### src/rtl/rec_pkg.sv
// -----------------------------------------------------------------------------
// rec_pkg
// Shared definitions for the recording controller: FSM state encoding and the
// all-lanes byte write-enable constant.
// No ports (package).
// -----------------------------------------------------------------------------
package rec_pkg;

  typedef enum logic [1:0] {
    ST_IDLE = 2'd0,
    ST_ARM  = 2'd1,
    ST_REC  = 2'd2,
    ST_DONE = 2'd3
  } rec_state_e;

  // Wide enough for any sensible DATA_W; users slice the low WE_W bits.
  localparam int              WE_MAX = 64;
  localparam logic [WE_MAX-1:0] WE_ALL = '1;

endpackage

### src/rtl/rec_capture_ctrl_if.sv
// -----------------------------------------------------------------------------
// rec_capture_ctrl_if
// Bundles the control inputs, the deserializer word stream, the BRAM write
// port and the status outputs of rec_capture_ctrl.
//   master : drives start/stop/loop_mode/word_valid/word_data, observes the rest
//   slave  : the controller side (receives requests/words, drives BRAM + status)
// -----------------------------------------------------------------------------
interface rec_capture_ctrl_if #(
  parameter int DATA_W = 32,
  parameter int ADDR_W = 10
);
  localparam int WE_W = DATA_W / 8;

  logic              start;
  logic              stop;
  logic              loop_mode;
  logic              word_valid;
  logic [DATA_W-1:0] word_data;
  logic [WE_W-1:0]   mem_we;
  logic [ADDR_W-1:0] mem_addr;
  logic [DATA_W-1:0] mem_din;
  logic              busy;
  logic              done;
  logic              wrapped;
  logic [ADDR_W:0]   rec_len;

  modport master (
    output start, stop, loop_mode, word_valid, word_data,
    input  mem_we, mem_addr, mem_din, busy, done, wrapped, rec_len
  );

  modport slave (
    input  start, stop, loop_mode, word_valid, word_data,
    output mem_we, mem_addr, mem_din, busy, done, wrapped, rec_len
  );

endinterface

### src/rtl/rec_addr_gen.sv
// -----------------------------------------------------------------------------
// rec_addr_gen
// Write-address counter for the recorder. Wraps from DEPTH-1 back to 0,
// keeps a saturating word count (ADDR_W+1 bits so DEPTH = 2**ADDR_W fits)
// and a sticky wrapped flag that only sets in loop mode.
//   clk, reset : clock, asynchronous active-high reset
//   i_clear    : zero address, count and wrapped (new recording)
//   i_inc      : one word is being written at o_addr this cycle
//   i_loop     : circular mode; enables the wrapped flag
//   o_addr     : current write address
//   o_count    : words written, saturating at DEPTH
//   o_wrapped  : address has wrapped in loop mode
// -----------------------------------------------------------------------------
module rec_addr_gen #(
  parameter int ADDR_W = 10,
  parameter int DEPTH  = 937
) (
  input  logic              clk,
  input  logic              reset,
  input  logic              i_clear,
  input  logic              i_inc,
  input  logic              i_loop,
  output logic [ADDR_W-1:0] o_addr,
  output logic [ADDR_W:0]   o_count,
  output logic              o_wrapped
);

  localparam logic [ADDR_W-1:0] LAST_ADDR = ADDR_W'(DEPTH - 1);
  localparam logic [ADDR_W:0]   FULL_LEN  = (ADDR_W + 1)'(DEPTH);

  logic [ADDR_W-1:0] r_addr;
  logic [ADDR_W:0]   r_count;
  logic              r_wrapped;

  always_ff @(posedge clk or posedge reset) begin
    if (reset) begin
      r_addr    <= '0;
      r_count   <= '0;
      r_wrapped <= 1'b0;
    end else if (i_clear) begin
      r_addr    <= '0;
      r_count   <= '0;
      r_wrapped <= 1'b0;
    end else if (i_inc) begin
      if (r_addr == LAST_ADDR) begin
        r_addr <= '0;
        if (i_loop) begin
          r_wrapped <= 1'b1;
        end
      end else begin
        r_addr <= r_addr + 1'b1;
      end
      if (r_count != FULL_LEN) begin
        r_count <= r_count + 1'b1;
      end
    end
  end

  assign o_addr    = r_addr;
  assign o_count   = r_count;
  assign o_wrapped = r_wrapped;

endmodule

### src/rtl/rec_capture_ctrl.sv
// -----------------------------------------------------------------------------
// rec_capture_ctrl
// Recording controller between the microphone deserializer and the sample
// BRAM write port. Single-shot or circular recording, early stop, done pulse,
// final-length report and wrapped flag. All outputs are registered.
//   clk, reset     : clock, asynchronous active-high reset
//   bus.start      : record request (ignored unless idle; beats stop)
//   bus.stop       : early stop request (ARM/REC only)
//   bus.loop_mode  : 0 single-shot, 1 circular; latched on start
//   bus.word_valid : word_data holds a complete word this cycle
//   bus.word_data  : deserialized sample word
//   bus.mem_we     : byte write enables, one cycle per accepted word
//   bus.mem_addr   : BRAM write address
//   bus.mem_din    : BRAM write data
//   bus.busy       : high in ARM or REC
//   bus.done       : one-cycle pulse at end of recording
//   bus.wrapped    : loop mode wrapped past the last address
//   bus.rec_len    : valid words in memory after the last recording
// -----------------------------------------------------------------------------
module rec_capture_ctrl
  import rec_pkg::*;
#(
  parameter  int DATA_W = 32,
  parameter  int ADDR_W = 10,
  parameter  int DEPTH  = 937,
  localparam int WE_W   = DATA_W / 8
) (
  input  logic                clk,
  input  logic                reset,
  rec_capture_ctrl_if.slave   bus
);

  localparam logic [ADDR_W-1:0] LAST_ADDR = ADDR_W'(DEPTH - 1);
  localparam logic [ADDR_W:0]   FULL_LEN  = (ADDR_W + 1)'(DEPTH);
  localparam logic [WE_W-1:0]   WE_LANES  = WE_ALL[WE_W-1:0];

  rec_state_e        r_state;
  rec_state_e        w_state_next;

  logic              r_loop;
  logic [WE_W-1:0]   r_mem_we;
  logic [ADDR_W-1:0] r_mem_addr;
  logic [DATA_W-1:0] r_mem_din;
  logic              r_busy;
  logic              r_done;
  logic [ADDR_W:0]   r_rec_len;

  logic [WE_W-1:0]   w_mem_we_next;
  logic [ADDR_W-1:0] w_mem_addr_next;
  logic [DATA_W-1:0] w_mem_din_next;
  logic              w_busy_next;
  logic              w_done_next;
  logic [ADDR_W:0]   w_rec_len_next;

  logic              w_clear;
  logic              w_inc;
  logic              w_last;
  logic [ADDR_W-1:0] w_addr;
  logic [ADDR_W:0]   w_count;
  logic              w_wrapped;

  // Only an idle controller accepts start; this also makes start beat stop.
  assign w_clear = (r_state == ST_IDLE) && bus.start;
  // The arming word is swallowed: only words seen in REC are written.
  assign w_inc   = (r_state == ST_REC) && bus.word_valid;
  // Single-shot ends on the very write that targets the last address.
  assign w_last  = w_inc && !r_loop && (w_addr == LAST_ADDR);

  rec_addr_gen #(
    .ADDR_W (ADDR_W),
    .DEPTH  (DEPTH)
  ) u_addr_gen (
    .clk       (clk),
    .reset     (reset),
    .i_clear   (w_clear),
    .i_inc     (w_inc),
    .i_loop    (r_loop),
    .o_addr    (w_addr),
    .o_count   (w_count),
    .o_wrapped (w_wrapped)
  );

  // State register
  always_ff @(posedge clk or posedge reset) begin
    if (reset) begin
      r_state <= ST_IDLE;
    end else begin
      r_state <= w_state_next;
    end
  end

  // Next-state logic
  always_comb begin
    w_state_next = r_state;
    case (r_state)
      ST_IDLE: if (bus.start) w_state_next = ST_ARM;
      ST_ARM: begin
        if (bus.stop)            w_state_next = ST_DONE;
        else if (bus.word_valid) w_state_next = ST_REC;
      end
      ST_REC:  if (w_last || bus.stop) w_state_next = ST_DONE;
      ST_DONE: w_state_next = ST_IDLE;
      default: w_state_next = ST_IDLE;
    endcase
  end

  // Output next-value logic
  always_comb begin
    w_mem_we_next   = w_inc ? WE_LANES : '0;
    w_mem_addr_next = w_inc ? w_addr : r_mem_addr;
    w_mem_din_next  = w_inc ? bus.word_data : r_mem_din;
    w_busy_next     = (w_state_next == ST_ARM) || (w_state_next == ST_REC);
    w_done_next     = (r_state == ST_DONE);
    w_rec_len_next  = r_rec_len;
    if (w_clear) begin
      w_rec_len_next = '0;
    end else if (r_state == ST_DONE) begin
      // Count has settled by the DONE cycle, including a stop-cycle word.
      w_rec_len_next = w_wrapped ? FULL_LEN : w_count;
    end
  end

  // Output registers
  always_ff @(posedge clk or posedge reset) begin
    if (reset) begin
      r_loop     <= 1'b0;
      r_mem_we   <= '0;
      r_mem_addr <= '0;
      r_mem_din  <= '0;
      r_busy     <= 1'b0;
      r_done     <= 1'b0;
      r_rec_len  <= '0;
    end else begin
      if (w_clear) begin
        r_loop <= bus.loop_mode;
      end
      r_mem_we   <= w_mem_we_next;
      r_mem_addr <= w_mem_addr_next;
      r_mem_din  <= w_mem_din_next;
      r_busy     <= w_busy_next;
      r_done     <= w_done_next;
      r_rec_len  <= w_rec_len_next;
    end
  end

  assign bus.mem_we   = r_mem_we;
  assign bus.mem_addr = r_mem_addr;
  assign bus.mem_din  = r_mem_din;
  assign bus.busy     = r_busy;
  assign bus.done     = r_done;
  assign bus.wrapped  = w_wrapped;
  assign bus.rec_len  = r_rec_len;

endmodule

### src/flat_wrapper.sv
// flat-port wrapper written by rule: the top's interface ports become plain ports
module rec_capture_ctrl_flat import rec_pkg::*;
#(
  parameter  int DATA_W = 32,
  parameter  int ADDR_W = 10,
  parameter  int DEPTH  = 937,
  localparam int WE_W   = DATA_W / 8
)
  (clk, reset, bus_start, bus_stop, bus_loop_mode, bus_word_valid, bus_word_data, bus_mem_we, bus_mem_addr, bus_mem_din, bus_busy, bus_done, bus_wrapped, bus_rec_len);
  rec_capture_ctrl_if #(.DATA_W(DATA_W), .ADDR_W(ADDR_W)) bus_i ();
  input  logic clk;
  input  logic reset;
  input wire logic [$bits(bus_i.start)-1:0] bus_start;
  input wire logic [$bits(bus_i.stop)-1:0] bus_stop;
  input wire logic [$bits(bus_i.loop_mode)-1:0] bus_loop_mode;
  input wire logic [$bits(bus_i.word_valid)-1:0] bus_word_valid;
  input wire logic [$bits(bus_i.word_data)-1:0] bus_word_data;
  output wire logic [$bits(bus_i.mem_we)-1:0] bus_mem_we;
  output wire logic [$bits(bus_i.mem_addr)-1:0] bus_mem_addr;
  output wire logic [$bits(bus_i.mem_din)-1:0] bus_mem_din;
  output wire logic [$bits(bus_i.busy)-1:0] bus_busy;
  output wire logic [$bits(bus_i.done)-1:0] bus_done;
  output wire logic [$bits(bus_i.wrapped)-1:0] bus_wrapped;
  output wire logic [$bits(bus_i.rec_len)-1:0] bus_rec_len;
  assign bus_i.start = bus_start;
  assign bus_i.stop = bus_stop;
  assign bus_i.loop_mode = bus_loop_mode;
  assign bus_i.word_valid = bus_word_valid;
  assign bus_i.word_data = bus_word_data;
  assign bus_mem_we = bus_i.mem_we;
  assign bus_mem_addr = bus_i.mem_addr;
  assign bus_mem_din = bus_i.mem_din;
  assign bus_busy = bus_i.busy;
  assign bus_done = bus_i.done;
  assign bus_wrapped = bus_i.wrapped;
  assign bus_rec_len = bus_i.rec_len;
  rec_capture_ctrl #(.DATA_W(DATA_W), .ADDR_W(ADDR_W), .DEPTH(DEPTH)) u_core (.clk(clk), .reset(reset), .bus(bus_i));
endmodule
### config.mk
export PLATFORM = sky130hd
export DESIGN_NAME = rec_capture_ctrl_flat
export DESIGN_NICKNAME = d
export VERILOG_FILES = /design/src/rtl/rec_pkg.sv /design/src/rtl/rec_capture_ctrl_if.sv /design/src/rtl/rec_addr_gen.sv /design/src/rtl/rec_capture_ctrl.sv /design/src/flat_wrapper.sv
export SDC_FILE = /design/constraint.sdc
export NUM_CORES = 1
export LEC_CHECK = 0
export BUFFER_PORTS_ARGS = -buffer_cell sky130_fd_sc_hd__buf_4
export CORE_UTILIZATION = 25
export DETAILED_ROUTE_END_ITERATION = 8
export PLACE_DENSITY = 0.5
export SLEW_MARGIN = 20
export SYNTH_ARGS = -nofsm -noshare
export SYNTH_HDL_FRONTEND = slang
export SYNTH_SLANG_ARGS = --single-unit
### constraint.sdc
create_clock -name clk -period 3.4 [get_ports clk]
set_input_delay 0.34 -clock clk [delete_from_list [all_inputs] [get_ports clk]]
set_output_delay 0.34 -clock clk [all_outputs]
set_load 0.02 [all_outputs]
==> results of run 1 <==
[Yosys cell counts (2+ instances only)]
master,number,area [um^2]
ha_1,4,50.05
nand2b_1,3,18.77
or3_1,2,12.51
nor4b_1,3,26.28
nor2b_1,4,25.02
dfrtp_1,81,2027
buf_4,4,30.03
nor2_1,22,82.58
nand3b_1,2,15.01
xnor2_1,13,113.9
buf_2,2,10.01
o31ai_1,4,30.03
nand3_1,17,85.08
clkbuf_1,14,52.55
inv_1,7,26.28
nor3_1,4,20.02
a21oi_1,3,15.01
nor4_1,4,25.02
nand4b_1,2,17.52
o21ai_0,19,95.09
nand4_1,5,31.28
nor3b_1,2,15.01
nand2_1,134,503.0
o311ai_0,2,17.52
[worst paths after layout]
kind,start,endpoint,slack (ns)
max,u_core.r_state[0]$_DFF_PP0_,u_core.u_addr_gen.o_addr[4]$_DFFE_PP0P_,1.40
min,reset,u_core.bus.mem_din[22]$_DFFE_PP0N_,0.11
max reg2reg,u_core.r_state[0]$_DFF_PP0_,u_core.u_addr_gen.o_addr[4]$_DFFE_PP0P_,1.40
min reg2reg,u_core.bus.mem_din[18]$_DFFE_PP0N_,u_core.bus.mem_din[18]$_DFFE_PP0N_,0.47
max in group asynchronous,reset,u_core.bus.rec_len[9]$_DFFE_PP0P_,2.54
min in group clk,bus_word_data[14],u_core.bus.mem_din[14]$_DFFE_PP0N_,0.18
[layout make-up]
type / instances / area, um^2
inverter: 8 / 31.28
clock inverter: 6 / 41.29
multi-input combinational: 265 / 1340
sequential: 81 / 2027
timing repair buffer: 101 / 758.2
fill: 1418 / 8796
clock buffer: 10 / 239.0
tap: 176 / 220.2
[worst register-to-register path, delay by kind of cell (launching register included)]
family                 cells  cell delay, ns
buffers and inverters      1            0.36
DFF                        1            0.71
and+or+nand+nor            4            0.86
[report_power, final]
group / total (mW) / internal, mW / switching, mW / leakage (nW)
sequential: 1.46 / 1.24 / 0.215 / 1.07
clock: 0.908 / 0.514 / 0.394 / 0.131
combinational: 1.29 / 0.507 / 0.778 / 1.12
[registers in the layout, indices dropped and copies added, names as in the netlist]
signal	cells
u_core.bus.busy	1
u_core.bus.done	1
u_core.bus.mem_addr	10
u_core.bus.mem_din	32
u_core.bus.mem_we	1
u_core.bus.rec_len	11
u_core.r_loop	1
u_core.r_state	2
u_core.u_addr_gen.o_addr	10
u_core.u_addr_gen.o_count	11
u_core.u_addr_gen.o_wrapped	1
[routing by layer]
layer,vias up,track usage
met5,-,0
met4,0,0.06481
met3,11,0.03019
met2,58,0.1835
met1,1332,0.1616
li1,1418,-
[cell usage in the layout (no fill, tap or decap), types with 4 or more instances in the layout]
cell,netlist,layout
nand4_1,5,5
dfrtp_1,81,81
buf_4,4,101
xnor2_1,13,13
nor3_1,4,4
o21ai_0,19,19
nor2b_1,4,4
nand3_1,17,17
inv_1,7,6
o31ai_1,4,4
nand2_1,134,134
nor2_1,22,22
clkbuf_16,0,9
ha_1,4,4
nor4_1,4,4
[stage by stage]
step	std cells	utilization
floorplan	375	-
global route	647	0.3462
global placement	631	0.3253
finish	647	0.3462
CTS	647	0.3462
detailed placement	631	0.3253
[kinds of logic after synthesis]
logic type,after synthesis,synth area share
and+or+nand+nor,211,0.2697
DFF,81,0.5802
AOI/OAI and AO/OA,35,0.06018
buffers and inverters,29,0.03617
xor gates and xnor gates,13,0.03259
adders and majority gates,4,0.01433
muxes,2,0.006804
==> run summary, run 1 <==
The flow ran to the end, and the final reports show no timing, DRC or antenna violations. The final layout contains routed wiring with a total length of 8377 um. Dividing the detail-routed wire length by the instance count gives 12.95 um. The cell area that synthesis handed to floorplanning was 0.003493 mm^2. The fraction of final layout cells sized beyond drive strength 1 is 0.2590, and the setup slack after placement is 1.384 ns. The first global-routing pass estimated 13670 um of wire. The synthesized design contains 0 enable-type register cells.

Maximum number of pins on one net before global-route repair: 48. The finished cells cover 0.004657 mm^2. In this run, synthesis produced a sequential element count of 81. The initial antenna violation count is 0.

The longest clock path from root to sink contains 2 buffers. The tools report the number of detailed-routing iterations run before antenna repair as 4. Yosys mapped the design onto 42 distinct sky130hd cell types. The remaining antenna violation count was 0.

The worst setup path is captured at a flip-flop. The worst setup path is of the reg2reg kind. The number of standard-cell rows in the floorplan came out at 42. The H-tree was split into 3 levels. The number of gates resized after CTS was 0. For this run, the number of Yosys warnings is 0.

For the worst setup path, the data required time is 3.66 ns. Delay of the slowest cell on the worst path: 0.71 ns. The number of standard cells after synthesis is 375.

Global-route total usage across every layer: 0.1221. The tools report the category of the worst setup path launch point as a flip-flop. The final-stage net count was 508; the maximum frequency from static timing analysis was 499.4 MHz. For the worst flop-to-flop path, the logic depth is 5. The run gives 2819 as the count of vias placed by the detailed router.

A synthesized cell averages 9.316 um^2. The sum of buffers and inverters on the critical path was 1. Setup repair after global routing left no endpoint under its margin. The count of final setup violators was 0. TritonCTS built the clock tree. The transition at the pin with the smallest max-transition slack works out to 0.8817 ns.

In this run the static leakage power is 2.316 nW. Die extent in y: 120.2 um. Walking the worst path, the cells encountered are nand3b_1 > clkinv_1 > nand4_1 > nand2_1 > nor2_1. The max-capacitance violation count was 0.

For this run, design rule violations remaining after detail routing come to 0. The floorplan step defined a die boundary enclosing 0.01445 mm^2. The placeable core area came out at 0.01345 mm^2. The kind of cell adding the most delay to the critical path is simple AND/OR/NAND/NOR gates.

Post-CTS timing repair inserted 0 buffers for setup. Summed over all nets, wire length on met2 after detailed routing comes to 3912 um. Measured along the x axis, the die boundary spans 120.2 um. The most used flip-flop cell after synthesis is dfrtp_1. The classification of the worst-slack hold path is in2async.

After clock tree synthesis, the clock-pin slew on the worst setup and hold paths is 0.06 ns. The placer congestion estimate is 0.7454. The cell with the largest stage delay on the worst path is dfrtp_1. The tools report the met3 wirelength from detailed routing as 393 um. The power density normalized to cell area works out to 783.5 mW/mm^2. Starting density of the core: 0.2597. The sequential element share of the synthesized area is 0.5802, and the worst-skew pair later-pin latency is 0.34 ns.

The via count of the first global-routing pass came out at 2700. The remaining global-route overflow is 0, and the count of cell instances traversed by the critical path is 5. The violation count after the first detailed-route iteration was 137; the HPWL reported at the end of detailed placement was 5868 um.

The uppermost metal layer occupied by signal nets is met4. The logs give 0.004377 mm^2 for the cell area after placement and 0 for the number of hold-repair buffers added at the cts stage. After detailed routing, the number of vias per cell comes to 4.357.

The final critical-path required period is 2.002 ns. On the final layout, the worst clock skew is 0.007576 ns. The data arrival time of the critical path was 2.27 ns; the wire length on met1 was 3888 um.

Share of the cycle needed by the critical path after routing: 0.5890. The clock tree root driver cell was clkbuf_16. The logs give 0 for the number of diodes added for antenna fixing and 0.4006 for the tightest slew margin relative to the limit. Input and output buffers added on the ports amount to 97. The number of nets in the synthesized netlist is 417. Pin placement for this block handled 98 I/O pins. The post-synthesis async set-or-reset flop share is 1.000. In this run, CTS created clock tree buffers numbering 9.

For the final-report hold violation count, the log shows 0. Relative to the synthesized area, the layout overhead comes to 33.31%. The run gives 3.649 mW as the total power of the final layout.

The worst-path maximum fanout works out to 22. After layout, the worst setup slack is 1.398 ns. For this design, the sink count on the clock tree is 81.

The logs give 0 for the number of pins exceeding their max-slew limit in the final report and 242.0 uV for the worst ir drop on vdd. Adding up every negative setup slack in the final design gives 0 ns. The worst hold slack across all endpoints was 0.1143 ns.
Note: power is estimated with default switching activity, not from simulation.
==> run 2, diff against run 1 <==
clock period = 2.05 ns   (was 3.4 ns; I/O delays follow)
==> run summary, run 2 (synthesized netlist as in run 1, its figures left out) <==
The die extent in y is 120.2 um (unchanged). The run gives 0 (unchanged) as the residual DRC count. The tools report the placer congestion estimate as 0.7859 (+5.4%). The final-stage net count was 516 (+1.6%); the data arrival time of the critical path was 1.89 ns (-0.38 ns). The tools report the number of H-tree levels as 3 (unchanged). The number of diodes added for antenna fixing came out at 0 (unchanged). Setup repair after global routing left no endpoint under its margin. The average wire per standard cell came out at 12.89 um (-0.46%). Post-route setup TNS: 0 ns (unchanged). Relative to the synthesized area, the layout overhead comes to 35.67%.

The category of the worst setup path launch point was a flip-flop. The remaining antenna violation count is 0 (unchanged). The clock net sink count was 81 (unchanged); the worst-skew pair later-pin latency was 0.34 ns (about the same). Remaining global-route overflow: 0 (unchanged). For the final standard cell count with taps included and fillers excluded, the log shows 654 (+1.1%).

The floorplan die width was 120.2 um (unchanged). The clock-pin transition on the worst setup and hold timing paths is 0.06 ns (about the same). The run finished with clean final reports.

The tools report the number of buffers on the longest clock path as 2 (unchanged). The total placed cells including tap cells came out at 638 (+1.1%). In this run the critical register-to-register path is captured at u_core.u_addr_gen.o_addr[7]$_DFFE_PP0P_.

Fraction of final layout cells sized beyond drive strength 1: 0.2657 (+0.006667). The total length of routed wires is 8429 um (+0.62%). For the area enclosed by the die boundary, the log shows 0.01445 mm^2 (unchanged). The count of final setup violators is 0 (unchanged), and the routed via count divided by cell count is 4.419 (+1.4%).

For hold timing, the worst endpoint is u_core.bus.mem_din[3]$_DFFE_PP0N_. The final critical-path required period was 1.680 ns (-0.3228 ns); the number of detailed-routing iterations run before antenna repair was 4 (unchanged). Clock tree root driver cell: clkbuf_16.

The tools report the maximum number of pins on one net before global-route repair as 36 (-25%). The library cell used most frequently in the layout, excluding fill and tap cells, is nand2_1. The tools report the final-report hold violation count as 0 (unchanged). The power density normalized to cell area is 1304 mW/mm^2 (+66%), and the worst-path maximum fanout is 11 (-50%). The global-route total usage across every layer was 0.1233 (+0.001199); the number of standard-cell rows in the floorplan was 42 (unchanged).

The run gives 6100 um (+4.0%) as the HPWL reported at the end of detailed placement. The logs give 595.4 MHz (+19%) for the maximum frequency from static timing analysis and 0 (unchanged) for the number of pins exceeding their max-slew limit in the final report. TritonCTS built the clock tree. For the violation count after the first detailed-route iteration, the log shows 135 (-1.5%). The transition at the pin with the smallest max-transition slack came out at 0.6899 ns (-0.1917 ns). The I/O pin count was 98 (unchanged). The logs give 487.6 uV (+100%) for the worst ir drop on vdd and 2.26 ns (-1.40 ns) for the required time at the worst-slack endpoint.

The library cells used most frequently in the layout, excluding fill and tap cells, are nand2_1, buf_4, dfrtp_1, nor2_1, o21ai_0. The number of setup buffers added after CTS was 0 (unchanged). The worst clock skew on the final layout came out at 0.004817 ns (-0.002759 ns).

The logs give 0.5389 (+0.1383) for the tightest slew margin relative to the limit and 0.37 ns (-1.03 ns) for the reg2reg setup slack. The global-route wire length before repair is 13860 um (+1.4%). The placeable core area is 0.01345 mm^2 (unchanged), and the flip-flop count of the largest register, all copies and words added is 32 (unchanged).

The via count of the first global-routing pass is 2763 (+2.3%), and the max-capacitance violation count is 0 (unchanged). The number of port buffers was 97 (unchanged); the number of cells on the worst reg-to-reg path was 5 (unchanged). The number of cells on the worst hold path was 3. The startpoint identified for the worst hold timing path is bus_word_data[3]. The worst setup path is of the reg2reg kind. For the total CTS buffers, the log shows 9 (unchanged).

The starting density of the core came out at 0.2597 (unchanged). The count of vias placed by the detailed router is 2890 (+2.5%). The share of the cycle needed by the critical path after routing was 0.8193 (+0.2304). The type of element capturing the critical path was a flip-flop. Worst flop-to-flop path startpoint: u_core.r_state[1]$_DFF_PP0_. For the initial antenna violation count, the log shows 0 (unchanged). Reported leakage power: 2.363 nW (+2.0%).

Classification of the worst-slack hold path: in2reg.
==> run 2: cell types whose count changed in the layout (fill, tap and decap cells not counted), sizes merged <==
| cell | before | now |
|---|---|---|
| buf | 101 | 108 |
| bufinv | 0 | 1 |
| clkinv | 4 | 3 |
| clkinvlp | 3 | 2 |
| dlygate4sd3 | 0 | 1 |
==> run 2: worst max-delay path by stage <==
| stage | from | end | slack, ns | depth (start not counted) |
|---|---|---|---|---|
| floorplan | u_core.u_addr_gen.o_count[4]$_DFFE_PP0P_ | u_core.u_addr_gen.o_count[2]$_DFFE_PP0P_ | 0.51 | 4 |
| global placement | u_core.r_state[1]$_DFF_PP0_ | u_core.u_addr_gen.o_addr[7]$_DFFE_PP0P_ | 0.42 | 5 |
| detailed placement | u_core.r_state[1]$_DFF_PP0_ | u_core.u_addr_gen.o_addr[7]$_DFFE_PP0P_ | 0.39 | 5 |
| CTS | u_core.r_state[1]$_DFF_PP0_ | u_core.u_addr_gen.o_count[2]$_DFFE_PP0P_ | 0.37 | 4 |
| global route | u_core.r_state[1]$_DFF_PP0_ | u_core.u_addr_gen.o_addr[7]$_DFFE_PP0P_ | 0.21 | 5 |
| finish | u_core.r_state[1]$_DFF_PP0_ | u_core.u_addr_gen.o_addr[7]$_DFFE_PP0P_ | 0.37 | 5 |
==> run 2: repair_timing <==
action                                 in CTS  in global routing
hold buffers                                1                  0
resized for setup                           0                  0
endpoints found under the hold margin      13                  0
==> run 2: per-stage QoR <==
stage	setup WS (ns)	area, um^2	power (mW)	hold WS (ns)	util
after floorplan	0.5083	3497	3.686	0.3104	-
after global placement	0.4244	4444	4.653	0.2143	0.3304
after detailed placement	0.3910	4444	4.685	0.2121	0.3304
after CTS	0.3705	4740	6.280	0.03985	0.3523
after global routing	0.2084	4740	6.580	0.05019	0.3523
final	0.3703	4740	6.180	0.05137	0.3523
==> run 2: final cells by class <==
class / instances / area [um^2]
fillers: 1448 / 8713
flip-flops and latches: 81 / 2027
multi-input cells: 265 / 1340
repair buffers: 109 / 833.3
clock buffers: 10 / 229.0
well taps: 176 / 220.2
clock inverters: 5 / 56.30
inverters: 8 / 33.78
==> run 2: metal layers <==
metal	GRT usage	share of wire	wire, um	vias to the layer above
li1	-	-	-	1428
met1	0.1586	0.45	3804	1392
met2	0.1947	0.49	4111	58
met3	0.02689	0.039	329	12
met4	0.06327	0.022	182	0
met5	0	0	0	-
==> run 2: report_power, final <==
part           internal, mW  total [mW]  leakage [nW]  switching (mW)
Combinational         0.890        2.22          1.15            1.33
Sequential             2.06        2.40          1.07           0.343
Clock                 0.936        1.56         0.139           0.623
==> run 2: critical path, stage by stage, from the launching register on <==
cell and delay [ns]:
dfrtp_1 0.47, mux2i_2 0.56, buf_4 0.26, nor4b_1 0.07, xnor2_1 0.13, nor2_1 0.06
==> run 3, diff against run 2 <==
clock period = 1.65 ns   (was 2.05 ns; I/O delays follow)
==> run summary, run 3 (synthesized netlist as in run 1, its figures left out) <==
The floorplan die width is 120.2 um (unchanged), and the maximum number of pins on one net before global-route repair is 44 (+22%). The max-capacitance violation count is 0 (unchanged), and the routed via count divided by cell count is 4.379 (-0.91%). The logs give 0.1020 ns (-0.2890 ns) for the setup slack after placement and 1.82 ns (-0.07 ns) for the data arrival time of the critical path. The run gives 0.1264 (+0.003079) as the global-route total usage across every layer. The placer congestion estimate came out at 0.7668 (-2.4%). In this run the worst hold path is classified as in2reg.

The total length of routed wires was 8514 um (+1.0%). The total power of the final layout is 7.917 mW (+28%), and the final setup slack of the worst path is 0.08314 ns (-0.2872 ns). The remaining antenna violation count was 0 (unchanged); the final critical-path required period was 1.567 ns (-0.1128 ns). The number of detailed-routing iterations run before antenna repair is 4 (unchanged), and the via count of the first global-routing pass is 2871 (+3.9%). The run finished with clean final reports. The fraction of final layout cells sized beyond drive strength 1 came out at 0.2769 (+0.01117). The I/O pin count was 98 (unchanged). Leaving out fill and tap cells, the most frequent cell in the layout is nand2_1. The share of the cycle needed by the critical path after routing was 0.9496 (+0.1303); the number of pins exceeding their max-slew limit in the final report was 0 (unchanged).

The run gives 0 (unchanged) as the remaining global-route overflow. The critical setup path kind is reg2reg. The root buffer cell chosen for the clock tree is clkbuf_16. The starting density of the core is 0.2597 (unchanged), and the number of cells on the worst hold path is 3 (unchanged).

The residual DRC count was 0 (unchanged); the count of vias placed by the detailed router was 2890 (unchanged). The HPWL reported at the end of detailed placement was 6003 um (-1.6%). The run gives 0.6698 (+0.1309) as the tightest slew margin relative to the limit. The number of diodes added for antenna fixing is 0 (unchanged), and the final-stage net count is 521 (+0.97%). The worst flop-to-flop path startpoint is u_core.u_addr_gen.o_count[2]$_DFFE_PP0P_. The final-report hold violation count was 0 (unchanged); the reg2reg setup slack was 0.08 ns (-0.29 ns). The run gives 185 (+37%) as the violation count after the first detailed-route iteration. The tools report the number of standard-cell rows in the floorplan as 42 (unchanged). The number of port buffers was 97 (unchanged); the number of buffers on the longest clock path was 2 (unchanged). The number of cells on the worst reg-to-reg path was 4 (-1); the initial antenna violation count was 0 (unchanged). The number of setup buffers added after CTS was 0 (unchanged). The area enclosed by the die boundary is 0.01445 mm^2 (unchanged), and the worst-path maximum fanout is 4 (-7). The run gives 0.3611 (+0.008835) as the final design utilization. The path with the worst hold slack has its endpoint at u_core.bus.mem_din[20]$_DFFE_PP0N_. The die extent in y works out to 120.2 um (unchanged).

The worst ir drop on vdd came out at 660.3 uV (+35%). The transition at the pin with the smallest max-transition slack was 0.4942 ns (-0.1957 ns); the clock-pin transition on the worst setup and hold timing paths was 0.06 ns (about the same). In this run the most critical hold path is launched from bus_word_data[20]. STA classifies the critical path endpoint as a flip-flop.

The tools report the placeable core area as 0.01345 mm^2 (unchanged). The layout-stage area growth over the synthesis result works out to 39.08%. The clock net sink count came out at 81 (unchanged). The average wire per standard cell works out to 12.90 um (about the same).

The required time at the worst-slack endpoint was 1.90 ns (-0.36 ns). The flip-flop count of the largest register, all copies and words added works out to 32 (unchanged). In the layout the commonest cells are nand2_1, buf_4, dfrtp_1, nor2_1, o21ai_0.

Global-route wire length before repair: 14190 um (+2.3%). TritonCTS built the clock tree. The number of H-tree levels was 3 (unchanged). STA classifies the critical path startpoint as a flip-flop. Destination of the worst register-to-register timing path: u_core.u_addr_gen.o_count[1]$_DFFE_PP0P_. Power density normalized to cell area: 1630 mW/mm^2 (+25%). The count of final setup violators is 0 (unchanged), and the worst-skew pair later-pin latency is 0.34 ns (about the same). The tools report the total CTS buffers as 9 (unchanged). The reported leakage power is 2.410 nW (+2.0%).

The worst clock skew on the final layout is 0.005713 ns (+0.0008963 ns). The maximum frequency from static timing analysis was 638.2 MHz (+7.2%).
-- run 3: stage by stage --
stage	cell area, um^2	TNS [ns]	cells	hold slack, ns
after floorplan	3497	0	375	0.2704
after CTS	4837	0	660	0.001349
after global routing	4858	-0.01231	660	0.01477
after global placement	4512	0	642	0.2250
final	4858	0	660	0.01501
after detailed placement	4512	0	642	0.2261
-- run 3: metal layers --
layer	global-route usage	up-vias	part of all wire
met5	0	-	0
met4	0.06481	0	0.022
met3	0.02830	12	0.037
met2	0.1986	57	0.48
met1	0.1628	1386	0.46
li1	-	1435	-
-- run 3: critical path: stages (launching register included) --
cell and delay, ns:
dfrtp_1 0.41, or3_1 0.35, or3_4 0.39, o21a_1 0.20, o22ai_1 0.15
-- run 3: worst max path at each step --
| stage | from | depth (start not counted) | endpoint |
|---|---|---|---|
| finish | u_core.u_addr_gen.o_count[2]$_DFFE_PP0P_ | 4 | u_core.u_addr_gen.o_count[1]$_DFFE_PP0P_ |
| global route | u_core.u_addr_gen.o_addr[1]$_DFFE_PP0P_ | 6 | u_core.r_state[0]$_DFF_PP0_ |
| CTS | u_core.u_addr_gen.o_addr[1]$_DFFE_PP0P_ | 6 | u_core.r_state[0]$_DFF_PP0_ |
| detailed placement | u_core.u_addr_gen.o_count[2]$_DFFE_PP0P_ | 4 | u_core.u_addr_gen.o_count[1]$_DFFE_PP0P_ |
| global placement | u_core.u_addr_gen.o_count[2]$_DFFE_PP0P_ | 4 | u_core.u_addr_gen.o_count[2]$_DFFE_PP0P_ |
| floorplan | u_core.u_addr_gen.o_count[4]$_DFFE_PP0P_ | 4 | u_core.u_addr_gen.o_count[2]$_DFFE_PP0P_ |
-- run 3: area by class of cell --
class	instances	area (um^2)
Multi-Input combinational cell	265	1361
Clock buffer	13	240.2
Fill cell	1422	8594
Tap cell	176	220.2
Inverter	8	33.78
Sequential cell	81	2027
Clock inverter	3	65.06
Timing Repair Buffer	114	910.9
-- run 3: report_power, final --
part	internal [mW]	switching, mW
logic	1.19	1.71
registers	2.56	0.390
clock network	1.32	0.750
total	5.07	2.85
-- run 3: repair_timing --
| action | 4_1_cts | 5_1_grt |
|---|---|---|
| gates resized for setup | 0 | 5 |
| endpoints found under the setup margin | 0 | 8 |
| hold endpoints to repair | 18 | 0 |
| hold buffers | 2 | 0 |
